==> src/rtl/max_pool_2x2_if.sv <==
// Pixel stream bus into and out of the 2x2 max-pool stage. The upstream producer and the
// downstream consumer use the master side. The pooling block uses the slave side.
interface max_pool_2x2_if;
   logic        input_valid;
   logic        i_sof;
   logic [31:0] data_in;
   logic        output_valid;
   logic [31:0] data_out;
   logic        o_sof;

   modport master (
      output input_valid,
      output i_sof,
      output data_in,
      input  output_valid,
      input  data_out,
      input  o_sof
   );

   modport slave (
      input  input_valid,
      input  i_sof,
      input  data_in,
      output output_valid,
      output data_out,
      output o_sof
   );
endinterface

==> src/rtl/max_pool_2x2.sv <==
// Streaming 2x2 stride-2 max-pool over post-ReLU FP32 pixels in raster order.
// For non-negative IEEE-754 values, unsigned integer order matches float order.
module max_pool_2x2 #(
   parameter int IMG_W = 4,
   parameter int IMG_H = 4
) (
   input  logic           clk,
   input  logic           rst,
   max_pool_2x2_if.slave  bus
);

   localparam int COL_W  = (IMG_W > 2) ? $clog2(IMG_W) : 1;
   localparam int ROW_W  = (IMG_H > 2) ? $clog2(IMG_H) : 1;
   localparam int PAIRS  = IMG_W / 2;
   localparam int PAIR_W = (PAIRS > 1) ? $clog2(PAIRS) : 1;
   localparam logic [COL_W-1:0] LAST_COL = COL_W'(IMG_W - 1);
   localparam logic [ROW_W-1:0] LAST_ROW = ROW_W'(IMG_H - 1);

   logic [COL_W-1:0]  col_q, col_d, cur_col;
   logic [ROW_W-1:0]  row_q, row_d, cur_row;
   logic [31:0]       held_q, held_d;
   logic [31:0]       linebuf_q [PAIRS];
   logic [31:0]       linebuf_d [PAIRS];
   logic              out_valid_q, out_valid_d;
   logic              out_sof_q, out_sof_d;
   logic [31:0]       out_data_q, out_data_d;

   logic [31:0]       pixel;
   logic [31:0]       hmax;
   logic [31:0]       upper;
   logic [31:0]       vmax;
   logic [PAIR_W-1:0] pair;

   // A start-of-frame pixel restarts the raster position at (0,0).
   // Counter state and stale line-buffer contents are ignored from that point.
   always_comb begin
      pixel   = bus.data_in[31] ? 32'd0 : bus.data_in;
      cur_col = bus.i_sof ? '0 : col_q;
      cur_row = bus.i_sof ? '0 : row_q;
      pair    = PAIR_W'(cur_col >> 1);
      hmax    = (pixel > held_q) ? pixel : held_q;
      upper   = linebuf_q[pair];
      vmax    = (hmax > upper) ? hmax : upper;
   end

   always_comb begin
      col_d       = col_q;
      row_d       = row_q;
      held_d      = held_q;
      out_valid_d = 1'b0;
      out_sof_d   = 1'b0;
      out_data_d  = out_data_q;
      for (int i = 0; i < PAIRS; i++) begin
         linebuf_d[i] = linebuf_q[i];
      end

      if (bus.input_valid) begin
         if (!cur_col[0]) begin
            held_d = pixel;
         end else if (!cur_row[0]) begin
            linebuf_d[pair] = hmax;
         end else begin
            out_valid_d = 1'b1;
            out_data_d  = vmax;
            out_sof_d   = (cur_row == ROW_W'(1)) && (cur_col == COL_W'(1));
         end

         if (cur_col == LAST_COL) begin
            col_d = '0;
            row_d = (cur_row == LAST_ROW) ? '0 : cur_row + ROW_W'(1);
         end else begin
            col_d = cur_col + COL_W'(1);
            row_d = cur_row;
         end
      end
   end

   always_ff @(posedge clk) begin
      if (!rst) begin
         col_q       <= '0;
         row_q       <= '0;
         held_q      <= '0;
         out_valid_q <= 1'b0;
         out_sof_q   <= 1'b0;
         out_data_q  <= '0;
      end else begin
         col_q       <= col_d;
         row_q       <= row_d;
         held_q      <= held_d;
         out_valid_q <= out_valid_d;
         out_sof_q   <= out_sof_d;
         out_data_q  <= out_data_d;
      end
   end

   // The line buffer is not reset. It is always rewritten on an even row before it is read.
   always_ff @(posedge clk) begin
      linebuf_q <= linebuf_d;
   end

   assign bus.output_valid = out_valid_q;
   assign bus.o_sof        = out_sof_q;
   assign bus.data_out     = out_data_q;

endmodule

==> src/flat_wrapper.sv <==
// flat-port wrapper written by rule: the top's interface ports become plain ports
module max_pool_2x2_flat 
#(
   parameter int IMG_W = 4,
   parameter int IMG_H = 4
)
  (clk, rst, bus_input_valid, bus_i_sof, bus_data_in, bus_output_valid, bus_data_out, bus_o_sof);
  max_pool_2x2_if bus_i ();
  input  logic clk;
  input  logic rst;
  input wire logic [$bits(bus_i.input_valid)-1:0] bus_input_valid;
  input wire logic [$bits(bus_i.i_sof)-1:0] bus_i_sof;
  input wire logic [$bits(bus_i.data_in)-1:0] bus_data_in;
  output wire logic [$bits(bus_i.output_valid)-1:0] bus_output_valid;
  output wire logic [$bits(bus_i.data_out)-1:0] bus_data_out;
  output wire logic [$bits(bus_i.o_sof)-1:0] bus_o_sof;
  assign bus_i.input_valid = bus_input_valid;
  assign bus_i.i_sof = bus_i_sof;
  assign bus_i.data_in = bus_data_in;
  assign bus_output_valid = bus_i.output_valid;
  assign bus_data_out = bus_i.data_out;
  assign bus_o_sof = bus_i.o_sof;
  max_pool_2x2 #(.IMG_W(IMG_W), .IMG_H(IMG_H)) u_core (.clk(clk), .rst(rst), .bus(bus_i));
endmodule
==> config.mk <==
export PLATFORM = sky130hd
export DESIGN_NAME = max_pool_2x2_flat
export DESIGN_NICKNAME = d
export VERILOG_FILES = /design/src/rtl/max_pool_2x2_if.sv /design/src/rtl/max_pool_2x2.sv /design/src/flat_wrapper.sv
export SDC_FILE = /design/constraint.sdc
export NUM_CORES = 1
export LEC_CHECK = 0
export BUFFER_PORTS_ARGS = -buffer_cell sky130_fd_sc_hd__buf_2
export CAP_MARGIN = 20
export CORE_MARGIN = 2
export CORE_UTILIZATION = 60
export CTS_CLUSTER_DIAMETER = 30
export DETAILED_ROUTE_END_ITERATION = 8
export GPL_TIMING_DRIVEN = 0
export HOLD_SLACK_MARGIN = 0.05
export PLACE_DENSITY = 0.8
export SLEW_MARGIN = 40
export SYNTH_ARGS = -nofsm -noshare
export SYNTH_HDL_FRONTEND = slang
export SYNTH_SLANG_ARGS = --single-unit
==> constraint.sdc <==
create_clock -name clk -period 7 [get_ports clk]
set_clock_uncertainty 0.2 [all_clocks]
set_input_delay 0.35 -clock clk [delete_from_list [all_inputs] [get_ports clk]]
set_output_delay 0.35 -clock clk [all_outputs]
set_load 0.02 [all_outputs]
==> impl_metrics.py <==
metrics = {
    "placement": {
        "gp_congestion": 0.941,
        "portBuffers": 66,
        "place_hpwl_um": 15300,
    },
    "run": {
        "maxCapViolCount": 0,
    },
    "drt": {
        "drtIter0Drc": 664,
        "via_per_inst": 6.21,
        "drc": 0,
        "totalWireLength_um": 20200,
        "vias": 6617,
        "drtAntennaViolNets": 0,
        "detail_route.first_pass.iterations": 5,
        "wl_per_cell_um": 19.0,
    },
    "worst_setup_path": {
        "crit_arrival_ns": 6.09,
        "end_kind": "flop",
        "r2r_setup_slack_ns": 1.55,
        "cp-start-kind": "input pin",
        "crit_type": "input pin to flop",
        "cp_cell_sequence": "buf_2, clkbuf_1, clkbuf_1, nor2b_1, ha_1, nand3_1, nor4_2, nand4_1, clkbuf_1, nand2_1, a2bb2oi_1, o211ai_2, ha_1, nand4_1, nor4_1, nand4_1, nand2_1, clkbuf_1, a32o_1, a21o_1",
        "critPathMaxStageDelay_ns": 0.62,
        "critPathRequiredTime_ns": 7.17,
        "critPathLaunch": "bus_data_in[31]",
        "cp_common_cell": "clkbuf_1",
        "r2r-start": "u_core.held_q[23]$_SDFFE_PN0P_",
        "critical-path-slowest-cell": "nor4_2",
        "r2r_end": "u_core.bus.data_out[14]$_SDFFE_PN0P_",
        "crit_fanout": 10,
        "r2r_cells": 17,
    },
    "synthesis": {
        "yosysMostFrequentCell": "nand2_1",
        "yosys.area.top_type": "edfxtp_1",
        "synth-seq-cells": 130,
        "yosysWarnings": 0,
        "netlist_top_cells_area": "edfxtp_1 (24%), dfxtp_1 (18%), ha_1 (10%)",
        "netlist_instances": 788,
        "syn_area_um2": 7740,
        "synth_top_area_share_pct": 24.1,
        "syn_nets": 888,
        "seq_area_frac_synth_pct": 41.7,
        "synthArstFlopShare_pct": 0,
        "ys_types": 44,
        "synth_commonest_cells": "nand2_1 (114), dfxtp_1 (68), ha_1 (64)",
        "synth_ff_type": "dfxtp_1",
        "syn_avg_cell_area_um2": 9.82,
        "synth_edf_count": 62,
    },
    "pwr": {
        "vdd_drop_max_v": 0.000154,
        "power_density_nw_per_um2": 216,
        "p_leak_nw": 3.77,
        "power_mw": 1.91,
    },
    "timing": {
        "finalSetupViolCount": 0,
        "max_slew.worst_pin.slew_ns": 0.630,
        "timing_hold_violations_final": 0,
        "hold_slack_ns": 0.128,
        "rsz0062_at_grt": "no",
        "fin_crit_ns": 5.92,
        "max_slew_margin_pct": 57.6,
        "max_freq_mhz": 169,
        "maxSlewViolCount": 0,
        "fin_crit_sh_pct": 84.5,
        "final.setup.tns_ns": 0,
    },
    "hold_path": {
        "hold_path_class": "input pin to flop",
        "hold_path_depth": 4,
        "worstHoldEndpoint": "u_core.held_q[0]$_SDFFE_PN0P_",
        "holdCritStartpoint": "bus_data_in[31]",
    },
    "clocking": {
        "root_buffer": "clkbuf_16",
        "htree_levels": 4,
        "clkSlewWorstSetupHoldPaths_ns": 0.06,
        "clkSinkCount": 130,
        "post-cts-setup-buffers": 0,
        "post_cts_resized": 0,
        "insertion_delay_ns": 0.42,
        "cts_tree": "built",
        "numCtsBuffers": 17,
        "cts.path.max_buffers": 2,
        "hold_buffers": 0,
    },
    "die": {
        "dieArea_um2": 13800,
        "core_area_um2": 12600,
        "die_h_um": 118,
        "num_rows": 41,
        "pin_count": 70,
        "start_util_pct": 61.3,
        "dieWidth_um": 118,
    },
    "finish": {
        "multi_input_area_um2": 4160,
        "layout-drive-gt1-share_pct": 16.8,
        "diodes": 0,
        "area_growth_syn_to_layout_pct": 14.6,
        "regArea_um2": 3220,
        "fill_cells": 982,
        "fin_nets": 981,
    },
    "global_routing": {
        "grt_max_degree": 17,
        "grt_pass1_wl_um": 33000,
        "grt_use_total_pct": 30.1,
        "grt_pass1_vias": 6475,
        "antenna_found_initial": 0,
        "globalRouteOverflowTotal": 0,
    },
    "run_status": {
        "outcome": "finished clean",
    },
}
==> cell usage in the layout, fill, tap and decap left out, types with 23 or more instances in the layout <==
| cell | Yosys | routed |
|---|---|---|
| a21boi_0 | 33 | 33 |
| a21o_1 | 35 | 35 |
| a21oi_1 | 23 | 23 |
| a2bb2oi_1 | 30 | 30 |
| a32o_1 | 30 | 30 |
| buf_2 | 7 | 78 |
| clkbuf_1 | 44 | 50 |
| dfxtp_1 | 68 | 68 |
| edfxtp_1 | 62 | 62 |
| ha_1 | 64 | 64 |
| inv_1 | 32 | 32 |
| mux2i_1 | 30 | 30 |
| nand2_1 | 114 | 114 |
| nand4_1 | 42 | 42 |
| nor2_1 | 39 | 39 |
| nor2b_1 | 36 | 36 |
| o211ai_2 | 31 | 31 |
==> kinds of logic after synthesis <==
family	Yosys count	synth area share [%]
multiplexers	30	3.88
adder cells (fa/ha/maj)	64	10.3
other	1	0.0485
AO/OA/AOI/OAI	214	23.1
AND/OR/NAND/NOR	259	16.1
buffers and inverters	89	4.72
flip-flops	130	41.7
XOR/XNOR	1	0.113
==> stage by stage <==
step / util (%) / cell area, um^2 / setup slack, ns / cells
floorplan: - / 7740 / 2.26 / 788
global placement: 65.6 / 8280 / 0.960 / 1026
detailed placement: 66.1 / 8340 / 0.859 / 1034
CTS: 70.2 / 8860 / 1.18 / 1066
global route: 70.3 / 8870 / 0.637 / 1066
finish: 70.3 / 8870 / 1.08 / 1066
==> worst max path at each step <==
stage / endpoint / depth (start not counted) / slack [ns]
3_3_place_gp: u_core.bus.data_out[12]$_SDFFE_PN0P_ / 20 / 0.96
4_1_cts: u_core.bus.data_out[2]$_SDFFE_PN0P_ / 20 / 1.18
5_1_grt: u_core.bus.data_out[20]$_SDFFE_PN0P_ / 20 / 0.64
6_report: u_core.bus.data_out[14]$_SDFFE_PN0P_ / 20 / 1.08
3_5_place_dp: u_core.bus.data_out[8]$_SDFFE_PN0P_ / 20 / 0.86
2_1_floorplan: u_core.bus.data_out[10]$_SDFFE_PN0P_ / 19 / 2.26
==> report_power, final <==
group / switching, mW / total [mW] / leakage [nW] / internal, mW
Combinational: 0.177 / 0.287 / 2.41 / 0.110
Sequential: 0.0112 / 0.829 / 1.10 / 0.818
Clock: 0.317 / 0.795 / 0.264 / 0.478
==> sequential cells by signal (all words and copies together) (netlist names) <==
| name | cells |
|---|---|
| u_core.bus.o_sof | 1 |
| u_core.bus.output_valid | 1 |
| u_core.held_q | 31 |
| u_core.row_q | 2 |
| u_core.col_q | 2 |
| u_core.linebuf_q | 62 |
| u_core.bus.data_out | 31 |
==> layout make-up <==
| class | count | share of cell area [%] |
|---|---|---|
| well taps | 172 | 2.43 |
| repair buffers | 74 | 4.26 |
| plain buffers | 55 | 2.68 |
| clock buffers | 25 | 5.49 |
| multi-input cells | 569 | 47.0 |
| clock inverters | 7 | 0.409 |
| inverters | 34 | 1.44 |
| flip-flops and latches | 130 | 36.3 |
==> critical path: cells and delay by family <==
family	cells	cell delay (ns)
compound gates	4	0.79
buf+inv	5	1.64
simple gates	9	2.59
fa+ha+maj	2	0.69
==> routing by layer <==
metal,share of wire (%),vias up,track usage [%],wire (um)
met4,3.1,0,12.6,620
met2,48,259,51.7,9810
met3,5.9,52,4.80,1200
li1,-,3101,-,-
met1,43,3205,37.8,8620
met5,0,-,0,0
(Power assumes the default switching activity.)
